[config.mk]
export PLATFORM = sky130hd
export DESIGN_NAME = txtnt_bus_master
export DESIGN_NICKNAME = d
export VERILOG_FILES = /design/src/rtl/txtnt_bus_master.sv
export SDC_FILE = /design/constraint.sdc
export NUM_CORES = 1
export LEC_CHECK = 0
export ABC_AREA = 1
export CAP_MARGIN = 20
export CORE_MARGIN = 10
export CORE_UTILIZATION = 43
export CTS_CLUSTER_SIZE = 28
export DETAILED_ROUTE_END_ITERATION = 6
export PLACE_DENSITY = 0.88
export SYNTH_ARGS = -nofsm -noshare
export SYNTH_HDL_FRONTEND = slang
export SYNTH_SLANG_ARGS = --single-unit
export TNS_END_PERCENT = 5
[constraint.sdc]
create_clock -name clock -period 1.9 [get_ports clock]
set_input_delay 0.19 -clock clock [delete_from_list [all_inputs] [get_ports clock]]
set_output_delay 0.19 -clock clock [all_outputs]
set_load 0.01 [all_outputs]
[src/rtl/txtnt_bus_master.sv]
// txtnt_bus_master: turns a valid/ready command stream into single read or
// write cycles on the TxtNt addr/data/OE/WR/OK bus and returns one response
// per accepted command. A bounded wait on busOK turns a missing or stuck
// acknowledge into a timeout instead of a hang.
module txtnt_bus_master #(
  parameter int ADDR_W  = 32,
  parameter int DATA_W  = 32,
  parameter int TIMEOUT = 64
) (
  input  logic              clock,
  input  logic              reset,
  input  logic              cmdValid,
  output logic              cmdReady,
  input  logic              cmdWrite,
  input  logic [ADDR_W-1:0] cmdAddr,
  input  logic [DATA_W-1:0] cmdData,
  output logic              rspValid,
  output logic [DATA_W-1:0] rspData,
  output logic              rspErr,
  output logic [ADDR_W-1:0] busAddr,
  output logic [DATA_W-1:0] busDataOut,
  input  logic [DATA_W-1:0] busDataIn,
  output logic              busOE,
  output logic              busWR,
  input  logic              busOK
);

  // A zero TIMEOUT still gets a one-bit counter so the declarations stay legal.
  localparam int              CNT_W   = (TIMEOUT > 0) ? $clog2(TIMEOUT + 1) : 1;
  localparam bit              TO_EN   = (TIMEOUT != 0);
  localparam logic [CNT_W-1:0] CNT_MAX = '1;
  localparam logic [CNT_W-1:0] TO_LAST = CNT_W'((TIMEOUT > 0) ? TIMEOUT - 1 : 0);

  typedef enum logic [1:0] {
    S_IDLE    = 2'd0,
    S_REQ     = 2'd1,
    S_RELEASE = 2'd2
  } state_t;

  state_t             state_q, state_d;
  logic [CNT_W-1:0]   cnt_q, cnt_d;
  logic [ADDR_W-1:0]  bus_addr_q, bus_addr_d;
  logic [DATA_W-1:0]  bus_dout_q, bus_dout_d;
  logic               bus_oe_q, bus_oe_d;
  logic               bus_wr_q, bus_wr_d;
  logic               rsp_valid_q, rsp_valid_d;
  logic [DATA_W-1:0]  rsp_data_q, rsp_data_d;
  logic               rsp_err_q, rsp_err_d;

  logic               wait_expired;
  logic [CNT_W-1:0]   cnt_inc;

  // The same counter bounds both the acknowledge wait and the release wait.
  assign wait_expired = TO_EN && (cnt_q == TO_LAST);
  // Saturating increment: a long wait with the timeout disabled never wraps.
  assign cnt_inc      = (cnt_q == CNT_MAX) ? cnt_q : cnt_q + CNT_W'(1);

  // State register and all registered outputs; reset drops strobes at once.
  always_ff @(posedge clock or negedge reset) begin
    if (!reset) begin
      state_q     <= S_IDLE;
      cnt_q       <= '0;
      bus_addr_q  <= '0;
      bus_dout_q  <= '0;
      bus_oe_q    <= 1'b0;
      bus_wr_q    <= 1'b0;
      rsp_valid_q <= 1'b0;
      rsp_data_q  <= '0;
      rsp_err_q   <= 1'b0;
    end else begin
      state_q     <= state_d;
      cnt_q       <= cnt_d;
      bus_addr_q  <= bus_addr_d;
      bus_dout_q  <= bus_dout_d;
      bus_oe_q    <= bus_oe_d;
      bus_wr_q    <= bus_wr_d;
      rsp_valid_q <= rsp_valid_d;
      rsp_data_q  <= rsp_data_d;
      rsp_err_q   <= rsp_err_d;
    end
  end

  // Next-state and wait counter: acknowledge beats timeout in the same cycle.
  always_comb begin
    state_d = state_q;
    cnt_d   = cnt_q;
    case (state_q)
      S_IDLE: begin
        cnt_d = '0;
        if (cmdValid) begin
          state_d = S_REQ;
        end
      end
      S_REQ: begin
        if (busOK || wait_expired) begin
          state_d = S_RELEASE;
          cnt_d   = '0;
        end else begin
          cnt_d = cnt_inc;
        end
      end
      S_RELEASE: begin
        if (!busOK || wait_expired) begin
          state_d = S_IDLE;
          cnt_d   = '0;
        end else begin
          cnt_d = cnt_inc;
        end
      end
      default: begin
        state_d = S_IDLE;
        cnt_d   = '0;
      end
    endcase
  end

  // Output values for the next cycle: launch a bus cycle on accept, close it
  // and emit a single response on acknowledge or timeout.
  always_comb begin
    bus_addr_d  = bus_addr_q;
    bus_dout_d  = bus_dout_q;
    bus_oe_d    = bus_oe_q;
    bus_wr_d    = bus_wr_q;
    rsp_valid_d = 1'b0;
    rsp_data_d  = rsp_data_q;
    rsp_err_d   = rsp_err_q;
    case (state_q)
      S_IDLE: begin
        if (cmdValid) begin
          bus_addr_d = cmdAddr;
          bus_wr_d   = cmdWrite;
          bus_oe_d   = !cmdWrite;
          bus_dout_d = cmdWrite ? cmdData : '0;
        end
      end
      S_REQ: begin
        if (busOK || wait_expired) begin
          bus_addr_d  = '0;
          bus_dout_d  = '0;
          bus_oe_d    = 1'b0;
          bus_wr_d    = 1'b0;
          rsp_valid_d = 1'b1;
          rsp_err_d   = !busOK;
          rsp_data_d  = (busOK && bus_oe_q) ? busDataIn : '0;
        end
      end
      default: begin
        bus_oe_d = 1'b0;
        bus_wr_d = 1'b0;
      end
    endcase
  end

  assign cmdReady   = (state_q == S_IDLE);
  assign busAddr    = bus_addr_q;
  assign busDataOut = bus_dout_q;
  assign busOE      = bus_oe_q;
  assign busWR      = bus_wr_q;
  assign rspValid   = rsp_valid_q;
  assign rspData    = rsp_data_q;
  assign rspErr     = rsp_err_q;

endmodule

==> results.yml, run 1 <==
outcome:
  outcome: "complete, no violations"
cells_and_area:
  register_area_um2: 2728
  final_net_count: 859
  diodes: 0
  multi_input_area_um2: 1853
  drive_above_1_share_pct: 5.270
  fillCellCount: 879
  areaGrowthSynthToFinish_pct: 49.47
die:
  io_pins: 202
  die_area_um2: 16020
  rows: 38
  die_y_um: 126.6
  fp.coreArea_um2: 10980
  die_x_um: 126.6
  start_util_pct: 44.46
clocking:
  post_cts_buffers: 0
  cts.clk_slew.worst_paths_ps: 70
  cts_max_level: 3
  cts_buffers: 9
  clkSinkCount: 109
  root_buffer: "clkbuf_16"
  tritoncts: "yes"
  clockBufferDepth: 2
  clk_latency_ps: 350
worst_setup_path:
  r2r_setup_slack_ps: 150
  cp_slowest_stage_delay_ps: 420
  crit_path_frequent_cell: "nand2_1"
  cp_max_fo: 63
  critPathSlowestCell: "dfrtp_1"
  critical-path-top-delay-family: "simple AND/OR/NAND/NOR gates"
  cp.required_ps: 2190
  criticalPathCategory: "reg2reg"
  path_cells: "ha_1 > nand2_1 > nor2_4 > nand2_4 > nand3_4 > nand3_4 > buf_12 > nand2_1 > nand2_1"
  end_kind: "flop"
  worst_setup_path_start_kind: "flop"
  reg2regPathDepth: 9
  critPathArrivalTime_ps: 2040
  crit_cells: 9
  crit_buf_inv: 1
pwr:
  p_leak_nw: 3.436
  cellPowerDensity_nw_per_um2: 1478
  max-vdd-ir-drop_v: 0.0009323
  power_mw: 10.79
placement:
  dp_hpwl_um: 11490
  port_buffers: 201
  detailedPlace.worstSlack_ps: 169.0
  gp_congestion: 0.8367
sta:
  slew_headroom_pct: 70.96
  period_needed_ps: 1751
  period_share_pct: 92.15
  rsz0062_at_grt: "true"
  max_freq_mhz: 571.1
  tightest_slew_ps: 435.7
  clock_skew_ps: 6.468
  setup_viol: 0
  timing.setup.tns_ps: 0
  fin_ws_ps: 149.1
  slew_viol_final: 0
  final-hold-violation-count: 0
routing:
  drt_iter0_markers: 391
  via_count: 4590
  viasPerCell: 5.106
  wl_um: 15230
  drc: 0
  first_pass_iters: 4
  wire_per_inst_um: 16.94
  ant_nets: 0
yosys:
  netlist_area_um2: 4883
  ys_warn_count: 0
  syn_inst: 571
  ys_seq_elements: 109
  synth_fp_nets: 676
  synth_area_per_cell_um2: 8.552
  yosys.area.top_type: "dfrtp_1"
  yosysSeqAreaShare_pct: 55.85
  yosysTopAreaCellShare_pct: 55.85
  synth_area_leaders: "dfrtp_1 (56%), nand2_1 (19%), nand4_1 (8.2%)"
  synth_cell_types: 27
global_routing:
  antenna_found_initial: 0
  grt_max_degree: 68
  grt_pass1_wl_um: 24700
  grt_usage_pct: 18.66
  grt_remaining_overflow: 0
  grt_pass1_vias: 4703
run:
  maxCapViolations: 0
worst_hold_path:
  hold_class: "in2async"
per-layer routing:
layer	vias up	wire [um]	GRT usage [%]
met1	2151	6161	22.30
li1	2233	-	-
met2	186	7530	31.56
met3	20	1302	6.206
met5	-	0	0
met4	0	233	4.823
state kept, by name, indices dropped and copies added (netlist names):
register and count:
busAddr 32, busDataOut 32, busOE 1, busWR 1, cnt_q 7, rspData 32
rspErr 1, rspValid 1, state_q 2
through the flow:
step           hold slack [ps]  util (%)  instances  cell area, um2
3_5_place_dp             163.6     63.57        882            6982
3_3_place_gp             153.1     63.57        882            6982
6_report                 327.8     66.46        899            7300
2_1_floorplan           -105.6         -        571            4883
5_1_grt                  373.5     66.46        899            7300
4_1_cts                  342.6     66.44        899            7297
area by class of cell:
cell class              count  share of cell area (%)
clock buffers               9                   3.085
clock inverters             7                   1.097
multi-input cells         406                   25.39
repair buffers            217                   30.10
inverters                  11                  0.5656
flip-flops and latches    109                   37.37
well taps                 140                   2.400
synthesized netlist by cell type:
cell type and instances:
dfrtp_1 109, nand3b_1 1, clkbuf_2 1, a31oi_1 1, nor2_4 1, nand2_4 1, buf_6 10, nand2_2 1
xnor2_1 3, o21ai_0 29, inv_2 2, nand3_1 3, o21ai_1 10, or2_2 1, nand2_1 241, nor2_1 36
buf_4 2, and3_1 1, a21oi_1 4, or2_0 1, inv_1 9, nand3_4 2, buf_2 7, nand4_1 64
nor3_1 2, clkbuf_1 25, ha_1 4
final timing paths:
path,endpoint,from
setup / recovery,busAddr[26]$_DFFE_PN0P_,cnt_q[0]$_DFF_PN0_
hold / removal,busAddr[21]$_DFFE_PN0P_,reset
setup reg to reg,busAddr[26]$_DFFE_PN0P_,cnt_q[0]$_DFF_PN0_
hold reg to reg,busDataOut[6]$_DFFE_PN0P_,busDataOut[6]$_DFFE_PN0P_
max in group asynchronous,busDataOut[7]$_DFFE_PN0P_,reset
min in group clock,busAddr[21]$_DFFE_PN0P_,cmdAddr[21]
kinds of logic (layout without fill, tap and decap cells):
group | after synthesis | after routing | synth area share [%]
xor gates and xnor gates | 3 | 3 | 0.5381
and+or+nand+nor | 355 | 355 | 31.85
buffers and inverters | 56 | 244 | 6.200
DFF | 109 | 109 | 55.85
AOI/OAI and AO/OA | 44 | 44 | 4.535
adders and majority gates | 4 | 4 | 1.025
power breakdown:
part / total [mW] / internal (mW) / switching [mW] / leakage (nW)
clock network: 1.93 / 1.04 / 0.881 / 0.149
logic: 5.12 / 2.39 / 2.73 / 1.82
registers: 3.75 / 3.21 / 0.542 / 1.46
total: 10.8 / 6.64 / 4.15 / 3.44
layout by cell type, fill, tap and decap left out:
cell type,count
a21oi_1,4
a31oi_1,1
and3_1,1
buf_12,5
buf_4,11
bufinv_16,1
clkbuf_16,9
clkdlybuf4s50_1,199
clkinv_2,1
clkinvlp_4,1
dfrtp_1,109
dlygate4sd3_1,1
dlymetal6s2s_1,1
ha_1,4
inv_1,9
inv_2,2
inv_6,3
inv_8,1
nand2_1,241
nand2_2,1
nand2_4,1
nand3_1,3
nand3_4,2
nand3b_1,1
nand4_1,64
nor2_1,36
nor2_4,1
nor3_1,2
o21ai_0,29
o21ai_1,10
or2_1,1
or2_2,1
xnor2_1,3
repair_timing:
item / CTS / global route
hold endpoints to repair: 29 / 0
hold buffers: 1 / 0
gates resized for setup: 0 / 1
setup endpoints to repair: 0 / 2
Power figures use the tool's default switching activity.
==> inputs of run 2 (changes only) <==
--- a/config.mk
+++ b/config.mk
@@ -5,13 +5,13 @@
 export SDC_FILE = /design/constraint.sdc
 export NUM_CORES = 1
 export LEC_CHECK = 0
-export ABC_AREA = 1
+export ABC_AREA = 0
 export CAP_MARGIN = 20
 export CORE_MARGIN = 10
-export CORE_UTILIZATION = 43
+export CORE_UTILIZATION = 41
 export CTS_CLUSTER_SIZE = 28
 export DETAILED_ROUTE_END_ITERATION = 6
-export PLACE_DENSITY = 0.88
+export PLACE_DENSITY = 0.89
 export SYNTH_ARGS = -nofsm -noshare
 export SYNTH_HDL_FRONTEND = slang
 export SYNTH_SLANG_ARGS = --single-unit
==> results.yml, run 2 <==
sta:
  slew_headroom_pct: 72.60
  setup_viol: 0
  period_share_pct: 93.00
  timing.setup.tns_ps: 0
  rsz0062_at_grt: "false"
  tightest_slew_ps: 411.0
  fin_ws_ps: 132.9
  period_needed_ps: 1767
  max_freq_mhz: 565.9
  slew_viol_final: 0
  clock_skew_ps: 11.27
  holdWs_ps: 298.7
  final-hold-violation-count: 0
cells_and_area:
  final_area_um2: 6514
  drive_above_1_share_pct: 7.273
  final_common_cell: "clkdlybuf4s50_1"
  areaGrowthSynthToFinish_pct: 55.73
  mostFrequentLayoutCells: "clkdlybuf4s50_1 (199), dfrtp_1 (109), a22o_1 (97), clkbuf_8 (12)"
  diodes: 0
  final_net_count: 596
pwr:
  p_leak_nw: 2.937
  max-vdd-ir-drop_v: 0.0006638
  cellPowerDensity_nw_per_um2: 1483
  power_mw: 9.658
clocking:
  post_cts_buffers: 0
  clockBufferDepth: 2
  tritoncts: "yes"
  cts_buffers: 9
  cts.clk_slew.worst_paths_ps: 100
  cts_max_level: 3
  clk_latency_ps: 360
  clkSinkCount: 109
  root_buffer: "clkbuf_8"
worst_setup_path:
  criticalPathCategory: "reg2reg"
  end_kind: "flop"
  critPathArrivalTime_ps: 2060
  worst_setup_path_start_kind: "flop"
  cp.required_ps: 2190
  cp_max_fo: 32
yosys:
  synth_area_leaders: "dfrtp_1 (65%), a22o_1 (20%), buf_6 (3.2%)"
  synth_commonest_cells: "dfrtp_1 (109), a22o_1 (97), buf_6 (12)"
  ys_async_sr_fraction_pct: 100.0
  synth_cell_types: 36
  yosys.area.top_type: "dfrtp_1"
  yosysSeqAreaShare_pct: 65.21
  synth_area_per_cell_um2: 14.47
  synth.most_common_cell: "dfrtp_1"
  synth_edf_count: 0
  ys_warn_count: 0
  synth_fp_nets: 394
  netlist_area_um2: 4183
  ys.flop_type: "dfrtp_1"
  yosysTopAreaCellShare_pct: 65.21
  syn_inst: 289
  ys_seq_elements: 109
global_routing:
  grt_usage_pct: 17.66
  grt_remaining_overflow: 0
  antenna_found_initial: 0
  grt_pass1_wl_um: 20440
  grt_max_degree: 65
  grt_pass1_vias: 3562
routing:
  route.met2.wl_um: 6864
  first_pass_iters: 4
  via_count: 3299
  wl_met3_um: 1042
  wl_met1_um: 4998
  drt_iter0_markers: 328
  viasPerCell: 5.253
  ant_nets: 0
  wire_per_inst_um: 20.91
  topRoutingLayerUsed: "met4"
  wl_um: 13130
  drc: 0
die:
  fp.coreArea_um2: 9864
  rows: 36
  die_x_um: 121.0
  start_util_pct: 42.40
  die_y_um: 121.0
  die_area_um2: 14640
  io_pins: 202
run:
  maxCapViolations: 0
placement:
  detailedPlace.worstSlack_ps: 131.3
  gp_congestion: 0.7915
  dpl_cell_area_um2: 6296
  port_buffers: 201
  dp_hpwl_um: 9893
outcome:
  outcome: "complete, no violations"
worst_hold_path:
  hold_class: "in2async"
## run 2: cell count changes after synthesis, sizes merged, moves of 3 or more
cell    before  now
nand4       64    2
a22o         0   97
clkbuf      26    4
a21oi        4    7
nand3        5    2
nor2        37    6
nand2      243    8
xnor2        3    0
o21ai       39    7
inv         11    7
## run 2: report_power, final
part	switching, mW	internal (mW)	total, mW
Combinational	1.89	2.55	4.44
Sequential	0.559	3.22	3.78
Clock	0.724	0.712	1.44
## run 2: final cells by class
| cell class | instances | area [um2] |
|---|---|---|
| fillers | 719 | 3351 |
| well taps | 133 | 166.4 |
| flip-flops and latches | 109 | 2728 |
| clock inverters | 3 | 43.79 |
| multi-input cells | 152 | 1254 |
| clock buffers | 12 | 165.2 |
| inverters | 7 | 26.28 |
| repair buffers | 212 | 2131 |
## run 2: metrics by stage
step                std cells  util [%]
global placement          612     63.83
CTS                       628     66.03
global route              628     66.03
floorplan                 289         -
finish                    628     66.03
detailed placement        612     63.83
## run 2: worst max-delay path, stage by stage (launching register included)
cell and delay [ps]:
dfrtp_1 410, inv_1 100, ha_1 250, nand2_1 140, nor2_2 110, and2_1 130
buf_4 330, a22o_1 220
## run 2: worst paths after layout
check	startpoint	endpoint	slack, ps	cells after the start
worst max-delay path	state_q[1]$_DFFE_PN0P_	busDataOut[8]$_DFFE_PN0P_	130	7
max in group asynchronous	reset	busDataOut[6]$_DFFE_PN0P_	930	3
worst min register to register	busAddr[31]$_DFFE_PN0P_	busAddr[31]$_DFFE_PN0P_	500	1
worst min-delay path	reset	rspData[18]$_DFFE_PN0P_	300	2
min in group clock	cmdAddr[12]	busAddr[12]$_DFFE_PN0P_	430	2
worst max register to register	state_q[1]$_DFFE_PN0P_	busDataOut[8]$_DFFE_PN0P_	130	7
## run 2: what timing repair did
| action | CTS | global route |
|---|---|---|
| hold buffers | 1 | 0 |
| gates resized for setup | 1 | 0 |
| hold endpoints to repair | 28 | 0 |
| endpoints found under the setup margin | 1 | 0 |
## run 2: cells by family after synthesis
| kind of cell | after synthesis | share of synthesized area [%] |
|---|---|---|
| XOR/XNOR | 1 | 0.2094 |
| adder cells (fa/ha/maj) | 4 | 1.197 |
| flip-flops | 109 | 65.21 |
| multiplexers | 3 | 0.7777 |
| AO/OA/AOI/OAI | 118 | 23.81 |
| buffers and inverters | 28 | 4.816 |
| AND/OR/NAND/NOR | 26 | 3.979 |
## run 2: layer usage
metal / vias up / global-route usage [%]
met1: 1641 / 20.68
met2: 140 / 30.31
met4: 0 / 5.430
met5: - / 0
met3: 19 / 5.398
li1: 1499 / -
==> inputs of run 3 (changes only) <==
--- a/config.mk
+++ b/config.mk
@@ -11,6 +11,7 @@
 export CORE_UTILIZATION = 41
 export CTS_CLUSTER_SIZE = 28
 export DETAILED_ROUTE_END_ITERATION = 6
+export GPL_ROUTABILITY_DRIVEN = 1
 export PLACE_DENSITY = 0.89
 export SYNTH_ARGS = -nofsm -noshare
 export SYNTH_HDL_FRONTEND = slang
==> results of run 3 <==
Same layout as run 2: the final DEF is identical, and so are final timing and power.
==> RTL edit, RTL diff (config.mk and constraints of run 1) <==
Change the parameter `DATA_W` from 32 to 16.
--- a/src/rtl/txtnt_bus_master.sv
+++ b/src/rtl/txtnt_bus_master.sv
@@ -4,7 +4,7 @@
 // acknowledge into a timeout instead of a hang.
 module txtnt_bus_master #(
   parameter int ADDR_W  = 32,
-  parameter int DATA_W  = 32,
+  parameter int DATA_W  = 16,
   parameter int TIMEOUT = 64
 ) (
   input  logic              clock,
Interface: changed (resized busDataIn, busDataOut, cmdData and rspData); port bits go from 202 to 138. No check against the original RTL was run, so the function may have changed too.
==> RTL edit against run 1 <==
  * Sequential share of layout area up 0.37 points
  * Area after synthesis down 29%
  * Die area shrank 25%
  * Final area down 30%
  * Worst setup slack better by 110 ps
  * Via count down 29%
  * Sequential cell count is 32 lower
  * Largest power group unchanged
  * Power fell by 31%
  * Global-route usage is 1.4 points lower
  * Critical path depth down 2
  * Routed wire length is 33% lower
==> RTL edit: results (changes against run 1) <==
Status
  – Status: completed

Detailed routing
  – DR iter-0 viols: 97 (-75%)
  – Via/cell ratio: 5.13 (+0.40%)
  – M1 wire length: 4120 µm (-33%)
  – Routed wl met3: 1170 µm (-10%)
  – DRT Wirelength: 10,200 µm (-33%)
  – Uppermost layer routed: met4
  – Met2 Routed Length: 4750 µm (-37%)

Critical path
  – Crit-path leading delay family: simple AND/OR/NAND/NOR gates
  – R2R Setup Slk: 260 ps (+110 ps)
  – Max incr delay on CP: 390 ps (-30 ps)
  – CP max FO: 35 (-44%)
  – Terminus of the critical flop-to-flop path: rspData[2]
  – R2r startpoint: cnt_q[0]
  – Reg2reg path depth: 7 (-2)
  – Worst Path Arrival: 1880 ps (-160 ps)

CTS
  – Clk pin slew, worst setup/hold paths: 80 ps
  – CTS Buf Count: 9 (unchanged)
  – Post-cts hold buffer count: 1 (unchanged)
  – Post-CTS setup buffer count: 0 (unchanged)
  – H-tree level count: 3 (unchanged)
  – Root Buffer: clkbuf_8

Placed design
  – Cells after DPL: 617 (-30%)
  – Place WS: 118 ps (-50.8 ps)
  – Area post-placement: 0.00489 mm² (-30%)
  – Detailed placement HPWL: 7610 µm (-34%)
  – GP Congestion: 0.796 (-4.9%)
  – Port Buffers: 137 (-32%)

Synth
  – Compound-Gate Fraction of Synth Area: 0.0410 (-0.00433)
  – Mux share of post-synthesis cell area: 0 (unchanged)
  – Syn Inst Count: 394 (-31%)
  – Main area contributors after synthesis: dfrtp_1, nand2_1, nand4_1
  – Synth Net Count: 467 (-31%)
  – Post-synth top cells: nand2_1, dfrtp_1, nand4_1
  – Fraction of the yosys area taken by sequential cells: 0.559 (about the same)
  – Top_reg_cell synth: dfrtp_1
  – FFs w/ async S/R, synth: 1.00 (unchanged)
  – Post-synthesis cell type count: 26 (-3.7%)
  – Adder-cell area share of the yosys netlist: 0.0145 (+0.00427)
  – Xor and xnor area share after synthesis: 0.00762 (+0.00224)

Global routing
  – First-pass GRT wire length: 16,600 µm (-33%)
  – Grt met3 use: 0.0731 (+0.0111)
  – Vias in the first global route: 3,315 (-30%)
  – Met1 usage: 0.212 (-0.0107)
  – Initial antenna violation count: 0 (unchanged)
  – Met2 usage: 0.270 (-0.0456)
  – GRT Total Usage: 0.173 (-0.0138)
  – Largest net degree at the start of global routing: 51 (-25%)

Final layout
  – Fin nets: 600 (-30%)
  – Share of layout cells above drive strength 1: 0.0902 (+0.0375)
  – Final cell count without fillers: 634 (-29%)
  – Max reg flops: 32

Power and ir drop
  – P per Cell Area: 1470 mW/mm² (-0.84%)
  – VDD IR-drop max: 0.711 mV (-24%)
  – Leakage: 2.42 nW (-30%)

Timing
  – Hold WS: 320 ps (-8.20 ps)
  – Final setup skew: 10.8 ps (+4.30 ps)
  – Slew margin rel.: 0.687 (-0.0224)
==> RTL edit: how the worst max path moves through the flow <==
stage | end | slack (ps) | depth (start not counted) | startpoint
final | rspData[2] | 260 | 7 | cnt_q[0]
after global routing | state_q[0] | 70 | 7 | state_q[0]
after CTS | cmdReady | 50 | 3 | state_q[0]
after detailed placement | rspData[12] | 120 | 7 | cnt_q[0]
after global placement | cnt_q[5] | 190 | 6 | state_q[1]
after floorplan | busAddr[25] | 210 | 11 | state_q[0]
==> RTL edit: where the power goes <==
part	internal, mW	leakage [nW]	total, mW	switching, mW
clock	0.508	0.0918	1.17	0.661
sequential	2.27	1.03	2.64	0.370
combinational	1.73	1.30	3.68	1.95
==> RTL edit: layout make-up <==
| type | count | area (µm²) |
|---|---|---|
| clock buffers | 9 | 124 |
| clock inverters | 7 | 66.3 |
| fillers | 656 | 2660 |
| inverters | 11 | 41.3 |
| multi-input cells | 278 | 1330 |
| flip-flops and latches | 77 | 1930 |
| well taps | 102 | 128 |
| repair buffers | 150 | 1490 |
